File: src/rtl/debug_chan_mux.sv
// debug_chan_mux: N-channel debug bus multiplexer feeding one ILA probe port.
// Two-stage pipeline (capture all channels, then mux by the active select),
// a latched select with blanking on every channel switch, rejection of
// out-of-range selects, output freeze and a masked change-detect trigger.
// Optional trigger counter output enabled by defining DEBUG_CHAN_MUX_TRIGCNT_EN.
module debug_chan_mux #(
    parameter int NCH          = 4,
    parameter int WIDTH        = 71,
    parameter int SEL_WIDTH    = 2,
    parameter int BLANK_CYCLES = 4,
    parameter int DEFAULT_SEL  = 0
) (
    input  logic                   clk_i,
    input  logic                   rst_i,
    input  logic [NCH*WIDTH-1:0]   dbg_i,
    input  logic [SEL_WIDTH-1:0]   sel_i,
    input  logic                   sel_wr_i,
    input  logic                   freeze_i,
    input  logic [WIDTH-1:0]       trig_mask_i,
    output logic [WIDTH-1:0]       dbg_o,
    output logic                   valid_o,
    output logic [SEL_WIDTH-1:0]   sel_o,
    output logic                   busy_o,
    output logic                   sel_err_o,
    output logic                   trig_o
`ifdef DEBUG_CHAN_MUX_TRIGCNT_EN
    ,
    output logic [15:0]            trig_cnt_o
`endif
);

    typedef enum logic [0:0] {
        ST_ACTIVE = 1'b0,
        ST_BLANK  = 1'b1
    } state_t;

    // NCH widened by one bit so that NCH == 2**SEL_WIDTH still compares correctly.
    localparam logic [SEL_WIDTH:0] NCH_W     = (SEL_WIDTH+1)'(NCH);
    localparam logic [7:0]         BLANK_W   = 8'(BLANK_CYCLES);
    localparam logic [SEL_WIDTH-1:0] SEL_RST = SEL_WIDTH'(DEFAULT_SEL);

    logic [NCH*WIDTH-1:0] stage1_q, stage1_d;
    logic [WIDTH-1:0]     stage2_s;
    state_t               state_q, state_d;
    logic [7:0]           cnt_q, cnt_d;
    logic [SEL_WIDTH-1:0] sel_q, sel_d;
    logic                 sel_err_q, sel_err_d;
    logic [WIDTH-1:0]     dbg_q, dbg_d;
    logic                 valid_q, valid_d;
    logic                 busy_q, busy_d;
    logic                 trig_q, trig_d;
    logic                 in_range_s;
    logic                 switch_s;

    // Stage-1 capture of every channel, unconditionally.
    always_comb begin
        stage1_d = dbg_i;
    end

    // Stage-2 mux of the captured channels by the active select.
    always_comb begin
        stage2_s = '0;
        for (int k = 0; k < NCH; k++) begin
            stage2_s = stage2_s |
                       ((sel_q == SEL_WIDTH'(k)) ? stage1_q[k*WIDTH +: WIDTH] : {WIDTH{1'b0}});
        end
    end

    // Classify a select write: in range, and whether it changes channel.
    always_comb begin
        in_range_s = ({1'b0, sel_i} < NCH_W);
        switch_s   = sel_wr_i & in_range_s & (sel_i != sel_q);
    end

    // Select register and sticky error flag updates.
    always_comb begin
        sel_d     = sel_q;
        sel_err_d = sel_err_q;
        if (sel_wr_i) begin
            if (!in_range_s) begin
                sel_err_d = 1'b1;
            end else begin
                sel_err_d = 1'b0;
                sel_d     = sel_i;
            end
        end else begin
            sel_err_d = sel_err_q;
        end
    end

    // FSM next state: any accepted switch (re)starts the blanking countdown.
    always_comb begin
        state_d = state_q;
        cnt_d   = cnt_q;
        case (state_q)
            ST_ACTIVE: begin
                if (switch_s) begin
                    state_d = ST_BLANK;
                    cnt_d   = BLANK_W;
                end else begin
                    state_d = ST_ACTIVE;
                end
            end
            ST_BLANK: begin
                if (switch_s) begin
                    cnt_d = BLANK_W;
                end else if (cnt_q <= 8'd1) begin
                    state_d = ST_ACTIVE;
                end else begin
                    cnt_d = cnt_q - 8'd1;
                end
            end
            default: begin
                state_d = ST_BLANK;
                cnt_d   = BLANK_W;
            end
        endcase
    end

    // Output datapath: blank, freeze-hold or live data plus change trigger.
    // The trigger needs a live baseline (valid_q), so the first ACTIVE cycle
    // after blanking only reloads the baseline and never fires.
    always_comb begin
        dbg_d   = '0;
        valid_d = 1'b0;
        busy_d  = 1'b0;
        trig_d  = 1'b0;
        case (state_q)
            ST_ACTIVE: begin
                if (freeze_i) begin
                    dbg_d   = dbg_q;
                    valid_d = valid_q;
                end else begin
                    dbg_d   = stage2_s;
                    valid_d = 1'b1;
                    trig_d  = valid_q & (|((stage2_s ^ dbg_q) & trig_mask_i));
                end
            end
            ST_BLANK: begin
                busy_d = 1'b1;
            end
            default: begin
                busy_d = 1'b0;
            end
        endcase
    end

    // Pipeline, control and output registers.
    always_ff @(posedge clk_i or posedge rst_i) begin
        if (rst_i) begin
            stage1_q  <= '0;
            state_q   <= ST_BLANK;
            cnt_q     <= BLANK_W;
            sel_q     <= SEL_RST;
            sel_err_q <= 1'b0;
            dbg_q     <= '0;
            valid_q   <= 1'b0;
            busy_q    <= 1'b0;
            trig_q    <= 1'b0;
        end else begin
            stage1_q  <= stage1_d;
            state_q   <= state_d;
            cnt_q     <= cnt_d;
            sel_q     <= sel_d;
            sel_err_q <= sel_err_d;
            dbg_q     <= dbg_d;
            valid_q   <= valid_d;
            busy_q    <= busy_d;
            trig_q    <= trig_d;
        end
    end

    assign dbg_o     = dbg_q;
    assign valid_o   = valid_q;
    assign sel_o     = sel_q;
    assign busy_o    = busy_q;
    assign sel_err_o = sel_err_q;
    assign trig_o    = trig_q;

`ifdef DEBUG_CHAN_MUX_TRIGCNT_EN
    logic [15:0] trig_cnt_q, trig_cnt_d;

    // Trigger counter: cleared on a channel switch, otherwise saturating count.
    always_comb begin
        trig_cnt_d = trig_cnt_q;
        if (switch_s) begin
            trig_cnt_d = 16'd0;
        end else if (trig_d && (trig_cnt_q != 16'hFFFF)) begin
            trig_cnt_d = trig_cnt_q + 16'd1;
        end else begin
            trig_cnt_d = trig_cnt_q;
        end
    end

    // Trigger counter register.
    always_ff @(posedge clk_i or posedge rst_i) begin
        if (rst_i) begin
            trig_cnt_q <= 16'd0;
        end else begin
            trig_cnt_q <= trig_cnt_d;
        end
    end

    assign trig_cnt_o = trig_cnt_q;
`endif

endmodule

File: config.mk
export PLATFORM = sky130hd
export DESIGN_NAME = debug_chan_mux
export DESIGN_NICKNAME = d
export VERILOG_FILES = /design/src/rtl/debug_chan_mux.sv
export SDC_FILE = /design/constraint.sdc
export NUM_CORES = 1
export LEC_CHECK = 0
export CAP_MARGIN = 10
export CORE_ASPECT_RATIO = 0.7
export CORE_MARGIN = 1.5
export CORE_UTILIZATION = 25
export CTS_CLUSTER_DIAMETER = 60
export CTS_CLUSTER_SIZE = 40
export DETAILED_ROUTE_END_ITERATION = 7
export GPL_TIMING_DRIVEN = 1
export SLEW_MARGIN = 20
export SYNTH_ARGS = -nofsm -noshare
export SYNTH_HDL_FRONTEND = slang
export SYNTH_SLANG_ARGS = --single-unit
File: constraint.sdc
create_clock -name clk_i -period 35.1 [get_ports clk_i]
set_clock_uncertainty 0.15 [all_clocks]
set_input_delay 7.02 -clock clk_i [delete_from_list [all_inputs] [get_ports clk_i]]
set_output_delay 7.02 -clock clk_i [all_outputs]
set_load 0.1 [all_outputs]
==> results.toml, run 1 <==
[timing]
rsz0062_at_grt = "no"
max_clock_freq_mhz = 101.1
finalCriticalPeriod_ps = 9889
setup_viol_count_final = 0
setup_ws_ps = 25210
finalSetupTns_ps = 0
tightest_slew_ps = 1125
final_max_slew_viol_count = 0
maxSlewHeadroom_pct = 24.76
hold_viol = 0
fin_crit_sh_pct = 28.17
whs_ps = 392.7

[routing]
drtAntennaViolNets = 0
drtIter0Drc = 558
vias_per_cell = 4.378
wl_per_cell_um = 22.33
first_pass_iters = 5
wirelength_um = 49630
vias = 9727
drc = 0

[finish]
nets = 1809
final_area_mm2 = 0.02062
drive_gt1_share_pct = 6.271
final_core_util_pct = 36.19
multi_input_area_mm2 = 0.004912
areaGrowthSynthToFinish_pct = 42.62
fillers = 5502
regArea_mm2 = 0.009248

[place]
gp_congestion = 0.8125
port-buffer-count = 436
pre_cts_slack_ps = 24830
postPlaceCellArea_mm2 = 0.01957
dp_hpwl_um = 37510

[global_routing]
first_global_vias = 10590
met2_usage_pct = 25.77
globalRouteMet1Util_pct = 23.04
met3_usage_pct = 4.763
overflow = 0
grt_pass1_wl_um = 72150
antenna_found_initial = 8
grt.total_usage_pct = 16.66
grt_start_max_net_pins = 84
grt.busiest_layer = "met2"

[critical_path]
cp.depth = 1
start_kind = "flop"
r2r_cells = 9
crit_family = "buffers and inverters"
slowest_stage = "clkdlybuf4s50_1"
r2r-end = "trig_o$_DFF_PP0_"
worst_path_largest_cell_delay_ps = 1260
critical_path.cell_chain = "clkdlybuf4s50_1"
reg2reg_from = "sel_o[1]$_DFFE_PP0P_"
cp.buffers_inverters = 1
reg2reg_slack_ps = 30210
cp_data_required_time_ps = 27930
cp_max_fo = 36
critPathKind = "reg -> out"
crit_arrival_ps = 2720
endpoint = "sel_o[1]"
crit_path_end_kind = "primary output"
worstSetupStartpoint = "sel_o[1]$_DFFE_PP0P_"

[logic_synthesis]
synthTopCellsByCount = "dfrtp_1, mux2i_1, xnor2_1"
netlist_instances = 1021
synth_cell_types = 54
synth_top_area_share_pct = 63.51
yosysSeqAreaShare_pct = 63.87
ys_seq_elements = 369
synth_warnings = 0
synthFlopType = "dfrtp_1"
yosys.area.top_type = "dfrtp_1"
synth.area.top_cells = "dfrtp_1, mux2i_1, xnor2_1, a211o_1, mux4_2"
synthArstFlopShare_pct = 100.0
syn-cell-area_mm2 = 0.01446
syn_avg_cell_area_um2 = 14.16
syn-num-nets = 1384
synth_edf_count = 0
yosysMostFrequentCell = "dfrtp_1"

[power_and_ir_drop]
power_density_mw_per_mm2 = 57.41
leakage_nw = 8.608
ir_worst_vdd_uv = 32.01

[clock_network]
tritoncts = "done"
root_buffer = "clkbuf_16"
holdBufCountCts = 0
cts.htree.levels = 1
post_cts_resized = 0
cts_buffer_depth = 3
clk_pin_slew_ps = 100
cts_buffers = 27
post-cts-setup-buffer-count = 0
cts_sinks = 369
clock_latency_ps = 600

[floorplan]
die_area_mm2 = 0.05932
placementRows = 73
core_region_area_mm2 = 0.05699
dieWidth_um = 290.5
die_h_um = 204.2
io_pins = 438
initial_utilization_pct = 25.37

[hold_path]
min_path_type = "reg -> reg"

[flow_run]
max_cap_viol_count = 0

[outcome]
status = "finished, final reports clean"
[metrics by stage]
step | power, W | instances
global route | 0.001239 | 2220
global placement | 0.0008345 | 2167
detailed placement | 0.0008381 | 2167
CTS | 0.001203 | 2217
finish | 0.001184 | 2222
floorplan | 0.0007052 | 1021
[per-layer routing]
layer	up-vias	share of wire [%]	wire, um
li1	4446	-	-
met1	4896	45	22200
met2	299	45	22320
met3	76	7.7	3797
met4	10	2.5	1248
met5	-	0.13	65
[cells by family after synthesis]
group                      synth area share, %
DFF                                      63.87
AOI/OAI and AO/OA                        8.349
and+or+nand+nor                          5.486
muxes                                    12.48
xor gates and xnor gates                 7.449
buffers and inverters                    2.163
adders and majority gates               0.1730
other                                  0.02593
[area by class of cell]
type	count	area share [%]
clock inverters	21	1.650
repair buffers	446	21.53
diodes	5	0.06066
inverters	6	0.1456
clock buffers	29	3.409
well taps	750	4.550
multi-input cells	596	23.82
flip-flops and latches	369	44.84
[where the power goes]
group | total (W) | switching (W) | leakage (nW) | internal [W]
Combinational | 0.000331 | 0.000210 | 3.64 | 0.000121
Clock | 0.000358 | 0.000193 | 0.499 | 0.000165
Sequential | 0.000495 | 0.0000362 | 4.46 | 0.000459
Total | 0.00118 | 0.000439 | 8.61 | 0.000745
[worst register-to-register path: stages (launching register included)]
cell and delay [ps]:
dfrtp_4 860, buf_4 750, buf_4 890, mux2i_1 440, xnor2_1 220, a22oi_1 470, o21ai_0 170, a2111oi_0 430
and4b_1 270, a2111oi_2 70
[cell usage in the layout (no fill, tap or decap), types with 3 or more instances in the layout]
| master | n |
|---|---|
| a32oi_1 | 3 |
| diode_2 | 5 |
| a21oi_1 | 53 |
| xnor2_1 | 94 |
| a211o_1 | 44 |
| inv_6 | 4 |
| nor2_1 | 36 |
| mux4_1 | 10 |
| xor2_1 | 29 |
| o21ai_0 | 4 |
| and2_1 | 45 |
| clkdlybuf4s50_1 | 435 |
| inv_16 | 5 |
| nand3_1 | 3 |
| buf_4 | 10 |
| nand2_1 | 54 |
| a222oi_1 | 4 |
| a221oi_1 | 4 |
| clkinv_16 | 3 |
| mux2_2 | 3 |
| nor2b_1 | 3 |
| clkinv_8 | 3 |
| a22o_1 | 3 |
| a22oi_1 | 35 |
| a31oi_1 | 3 |
| mux2i_1 | 117 |
| inv_8 | 4 |
| nand4_1 | 6 |
| mux4_2 | 15 |
| dfrtp_1 | 365 |
| clkbuf_16 | 27 |
| inv_1 | 4 |
[flip-flops by register name, indices dropped and copies added (netlist names)]
register,cells
sel_o,2
busy_o,1
state_q,1
stage1_q,284
cnt_q,8
valid_o,1
trig_o,1
dbg_o,71
[worst min-delay path by stage]
stage                               from              endpoint  slack, ps  depth (start not counted)
global route         valid_o$_DFFE_PP0P_      trig_o$_DFF_PP0_        430                          2
finish               valid_o$_DFFE_PP0P_      trig_o$_DFF_PP0_        390                          2
detailed placement   valid_o$_DFFE_PP0P_      trig_o$_DFF_PP0_        370                          2
floorplan              state_q$_DFF_PP1_      busy_o$_DFF_PP0_        250                          0
global placement    cnt_q[6]$_DFFE_PP0P_  cnt_q[6]$_DFFE_PP0P_        370                          2
CTS                  valid_o$_DFFE_PP0P_      trig_o$_DFF_PP0_        380                          2
No activity file was read; power rests on OpenSTA's default activity.
==> run 2, diff against run 1 <==
==> constraint.sdc (replaced) <==
create_clock -name clk_i -period 9.75 [get_ports clk_i]
set_clock_uncertainty 0.15 [all_clocks]
set_input_delay 1.95 -clock clk_i [delete_from_list [all_inputs] [get_ports clk_i]]
set_output_delay 1.95 -clock clk_i [all_outputs]
set_load 0.1 [all_outputs]
==> run 2 against run 1 <==
Effect of this change: first-iteration DRC count rose by 26%; flip-flop and latch count did not move; clock-buffer cell count rose by 4; die area did not move; sequential power rose to 3.6 times the previous value; combinational power rose to 3.6 times the previous value; worst setup slack got worse by 20000 ps.
==> results.toml, run 2 (same netlist as run 1, synthesis figures left out) <==
[clock_network]
clk_pin_slew_ps = 70
cts.htree.levels = 1
cts_buffer_depth = 3
clock_latency_ps = 580
cts_buffers = 28
post-cts-setup-buffer-count = 0
cts_sinks = 369
root_buffer = "clkbuf_16"
tritoncts = "done"
holdBufCountCts = 0
post_cts_resized = 0

[critical_path]
reg2reg_from = "sel_o[1]$_DFFE_PP0P_"
cp.buffers_inverters = 1
critical_path.cell_chain = "clkdlybuf4s50_1"
crit_path_end_kind = "primary output"
cp_data_required_time_ps = 7650
slowest_stage = "clkdlybuf4s50_1"
reg2reg_slack_ps = 5440
crit_arrival_ps = 2790
r2r_cells = 8
worst_path_largest_cell_delay_ps = 1270
start_kind = "flop"
cp_max_fo = 42
critPathKind = "reg -> out"
crit_family = "buffers and inverters"
r2r-end = "trig_o$_DFF_PP0_"

[timing]
maxSlewHeadroom_pct = 23.80
max_clock_freq_mhz = 204.7
final_max_slew_viol_count = 0
fin_crit_sh_pct = 50.10
rsz0062_at_grt = "no"
setup_ws_ps = 4865
setup_viol_count_final = 0
hold_viol = 0
finalCriticalPeriod_ps = 4885
tightest_slew_ps = 1139
finalSetupTns_ps = 0

[power_and_ir_drop]
ir_worst_vdd_uv = 113.1
power_w = 0.004291
combPwrFrac_pct = 27.8
switching_power_w = 0.001525
power_density_mw_per_mm2 = 208.0
power_frac_clock_pct = 30.6
leakage_nw = 8.618
p_int_w = 0.002766
swShare_pct = 35.54
p_seq_share_pct = 41.7

[global_routing]
grt.busiest_layer = "met2"
antenna_found_initial = 0
first_global_vias = 10460
grt_pass1_wl_um = 71750
grt.total_usage_pct = 16.51
overflow = 0
met3_usage_pct = 3.817
globalRouteMet1Util_pct = 24.17
met2_usage_pct = 25.30
grt_start_max_net_pins = 176

[routing]
wirelength_um = 49820
drc = 0
drtAntennaViolNets = 0
first_pass_iters = 5
vias = 9865
drtIter0Drc = 701
wl_per_cell_um = 22.48
vias_per_cell = 4.452

[floorplan]
die_area_mm2 = 0.05932
io_pins = 438
placementRows = 73
core_region_area_mm2 = 0.05699
dieWidth_um = 290.5
initial_utilization_pct = 25.37
die_h_um = 204.2

[place]
postPlaceCellArea_mm2 = 0.01958
dpl.cell_count = 2165
dp_hpwl_um = 37560
pre_cts_slack_ps = 5267
port-buffer-count = 436
gp_congestion = 0.8043

[finish]
final_area_mm2 = 0.02063
final_common_cell = "clkdlybuf4s50_1"
antenna-diode-count = 0
largest_reg_flops = 284
largest_register = "stage1_q"
layout_common_cells = "clkdlybuf4s50_1, dfrtp_1, mux2i_1"
nets = 1808
layout.cells.non_filler = 2216
areaGrowthSynthToFinish_pct = 42.66
drive_gt1_share_pct = 6.139

[hold_path]
min_from = "valid_o$_DFFE_PP0P_"
whs_path_depth = 2
min_path_type = "reg -> reg"
min_to = "trig_o$_DFF_PP0_"

[outcome]
status = "finished, final reports clean"

[flow_run]
max_cap_viol_count = 0
[run 2: cell types whose count changed in the layout (fill, tap and decap cells not counted), moves of 2 or more]
cell       delta
clkbuf_16     +2
buf_4         -4
clkbuf_1      +2
inv_6         -2
inv_8         -4
buf_12        +2
inv_16        -3
clkinv_16     -3
bufinv_16     +3
diode_2       -5
inv_12        +3
[run 2: layout make-up]
| class | count | area (um^2) |
|---|---|---|
| Clock inverter | 18 | 300.3 |
| Sequential cell | 369 | 9248 |
| Tap cell | 750 | 938.4 |
| Inverter | 6 | 26.28 |
| Multi-Input combinational cell | 596 | 4912 |
| Clock buffer | 33 | 760.7 |
| Fill cell | 5482 | 36360 |
| Timing Repair Buffer | 444 | 4446 |
[run 2: worst max path at each step]
stage                              start          endpoint  slack (ps)  cells past startpoint
CTS                 sel_o[0]$_DFFE_PP0P_          sel_o[0]        4770                      1
floorplan                          rst_i  busy_o$_DFF_PP0_        2700                      1
finish              sel_o[0]$_DFFE_PP0P_          sel_o[0]        4860                      1
detailed placement       trig_mask_i[62]  trig_o$_DFF_PP0_        5270                      6
global placement         trig_mask_i[62]  trig_o$_DFF_PP0_        5280                      6
global route        sel_o[0]$_DFFE_PP0P_          sel_o[0]        4730                      1
[run 2: stage by stage]
step	utilization (%)	hold WS [ps]
after global placement	34.35	372.8
after floorplan	-	253.1
after detailed placement	34.35	382.3
final	36.20	394.9
after CTS	36.21	392.8
after global routing	36.20	413.2
[run 2: routing by layer]
metal / vias to the layer above / part of all wire (%)
li1: 4431 / -
met1: 5074 / 48
met2: 318 / 45
met3: 42 / 6.3
met4: 0 / 1.4
met5: - / 0
[run 2: power by group through the flow]
stage | registers, W | logic [W] | clock network [W]
5_1_grt | 0.00181 | 0.00126 | 0.00141
2_1_floorplan | 0.00211 | 0.000427 | 0
3_3_place_gp | 0.00181 | 0.00120 | 0
4_1_cts | 0.00179 | 0.00121 | 0.00136
3_5_place_dp | 0.00182 | 0.00120 | 0
6_report | 0.00179 | 0.00119 | 0.00131
==> run 3, diff against run 2 <==
==> constraint.sdc (replaced) <==
create_clock -name clk_i -period 4.4 [get_ports clk_i]
set_clock_uncertainty 0.15 [all_clocks]
set_input_delay 0.88 -clock clk_i [delete_from_list [all_inputs] [get_ports clk_i]]
set_output_delay 0.88 -clock clk_i [all_outputs]
set_load 0.1 [all_outputs]
==> run 3 against run 2 <==
Effect of this change: clock-buffer cell count fell by 2; largest cell class unchanged; die area did not move; register-to-register slack got worse by 4600 ps; wire length rose by 3.9%; worst setup slack got worse by 4000 ps.
==> results.toml, run 3 (same netlist as run 1, synthesis figures left out) <==
[outcome]
status = "finished, final reports clean"

[finish]
layout_common_cells = "clkdlybuf4s50_1, dfrtp_1, mux2i_1"
largest_register = "stage1_q"
areaGrowthSynthToFinish_pct = 44.60
final_common_cell = "clkdlybuf4s50_1"
layout.cells.non_filler = 2235
drive_gt1_share_pct = 7.422
largest_reg_flops = 284
nets = 1821

[global_routing]
grt_pass1_wl_um = 73950
grt.total_usage_pct = 17.17
grt_start_max_net_pins = 133
overflow = 0
antenna_found_initial = 7
first_global_vias = 10520

[hold_path]
min_path_type = "reg -> reg"
whs_path_depth = 2
min_from = "valid_o$_DFFE_PP0P_"
min_to = "trig_o$_DFF_PP0_"

[floorplan]
initial_utilization_pct = 25.37
core_region_area_mm2 = 0.05699
dieWidth_um = 290.5
die_h_um = 204.2
placementRows = 73
die_area_mm2 = 0.05932
io_pins = 438

[clock_network]
clk_pin_slew_ps = 90
clock_latency_ps = 610
holdBufCountCts = 0
cts_buffer_depth = 3
cts.htree.levels = 1
post-cts-setup-buffer-count = 0
cts_sinks = 369
root_buffer = "clkbuf_16"
post_cts_resized = 0
tritoncts = "done"
cts_buffers = 30

[critical_path]
critPathKind = "reg -> reg"
crit_family = "compound AO/OA/AOI/OAI gates"
reg2reg_slack_ps = 870
worst_path_largest_cell_delay_ps = 640
r2r_cells = 8
worstSetupStartpoint = "sel_o[1]$_DFFE_PP0P_"
cp_max_fo = 16
slowest_stage = "dfrtp_4"
r2r-end = "trig_o$_DFF_PP0_"
critical_path.cell_chain = "buf_4 > mux2i_1 > xnor2_1 > a221oi_1 > nor2_1 > a2111oi_0 > and4b_1 > a2111oi_2"
crit_arrival_ps = 3800
cp.buffers_inverters = 1
start_kind = "flop"
cp_data_required_time_ps = 4670
crit_path_end_kind = "flop"
reg2reg_from = "sel_o[1]$_DFFE_PP0P_"

[place]
gp_congestion = 0.8533
dp_hpwl_um = 39180
dpl.cell_count = 2176
port-buffer-count = 436

[timing]
fin_crit_sh_pct = 80.24
setup_viol_count_final = 0
finalSetupTns_ps = 0
maxSlewHeadroom_pct = 22.21
tightest_slew_ps = 1163
hold_viol = 0
final_max_slew_viol_count = 0
rsz0062_at_grt = "no"
finalCriticalPeriod_ps = 3531
max_clock_freq_mhz = 283.2
whs_ps = 399.7

[routing]
wl_per_cell_um = 23.16
drtIter0Drc = 754
first_pass_iters = 5
wirelength_um = 51760
vias = 9894
drc = 0
drtAntennaViolNets = 0
vias_per_cell = 4.427

[power_and_ir_drop]
combPwrFrac_pct = 27.8
power_density_mw_per_mm2 = 467.0
power_frac_clock_pct = 32.3
swShare_pct = 36.84
ir_worst_vdd_uv = 266.8
p_int_w = 0.006167
switching_power_w = 0.003598
p_seq_share_pct = 39.9
leakage_nw = 8.757

[flow_run]
max_cap_viol_count = 0
==> run 3: cell count changes in the layout (fill, tap and decap cells not counted), sizes merged <==
| cell | previous run | this run |
|---|---|---|
| clkinv | 7 | 8 |
| inv | 13 | 21 |
| clkdlybuf4s50 | 434 | 432 |
| diode | 0 | 3 |
| clkbuf | 34 | 31 |
| bufinv | 3 | 1 |
| buf | 9 | 23 |
==> run 3: final cells by class <==
cell class | instances | area [um^2]
inverter | 6 | 26.28
clock buffer | 31 | 775.7
antenna | 3 | 7.507
sequential | 369 | 9248
tap | 750 | 938.4
multi-input combinational | 596 | 4912
clock inverter | 25 | 430.4
timing repair buffer | 455 | 4573
fill | 5466 | 36080
==> run 3: worst max path at each step <==
stage	to	slack, ps	cells after the start
finish	trig_o$_DFF_PP0_	870	8
global route	trig_o$_DFF_PP0_	640	8
CTS	trig_o$_DFF_PP0_	820	8
detailed placement	trig_o$_DFF_PP0_	850	8
global placement	trig_o$_DFF_PP0_	860	7
floorplan	busy_o$_DFF_PP0_	-1580	1
==> run 3: power by group through the flow <==
stage	combinational, W	clock, W	sequential [W]
CTS	0.00275	0.00326	0.00390
finish	0.00271	0.00315	0.00390
detailed placement	0.00273	0	0.00397
global placement	0.00273	0	0.00396
floorplan	0.000946	0	0.00468
global route	0.00286	0.00341	0.00394
==> run 3: routing by layer <==
layer	track usage (%)	part of all wire (%)
met5	0	0.066
met1	23.73	45
met4	3.684	2.1
met3	4.959	7.4
met2	26.72	45
==> run 3: worst reg2reg max path, cell delays in order, from the launching register on <==
cell and delay, ps:
dfrtp_4 640, buf_4 370, mux2i_1 390, xnor2_1 160
a221oi_1 570, nor2_1 100, a2111oi_0 590, and4b_1 310
a2111oi_2 70
==> run 3: stage by stage <==
stage	worst slack [ps]	util, %	cell area (um^2)	total power [W]
2_1_floorplan	-1581	-	14470	0.005627
3_3_place_gp	863.3	34.57	19700	0.006684
3_5_place_dp	845.2	34.57	19700	0.006701
4_1_cts	816.5	36.69	20910	0.009908
5_1_grt	644.5	36.69	20910	0.01021
6_report	869.5	36.69	20910	0.009765
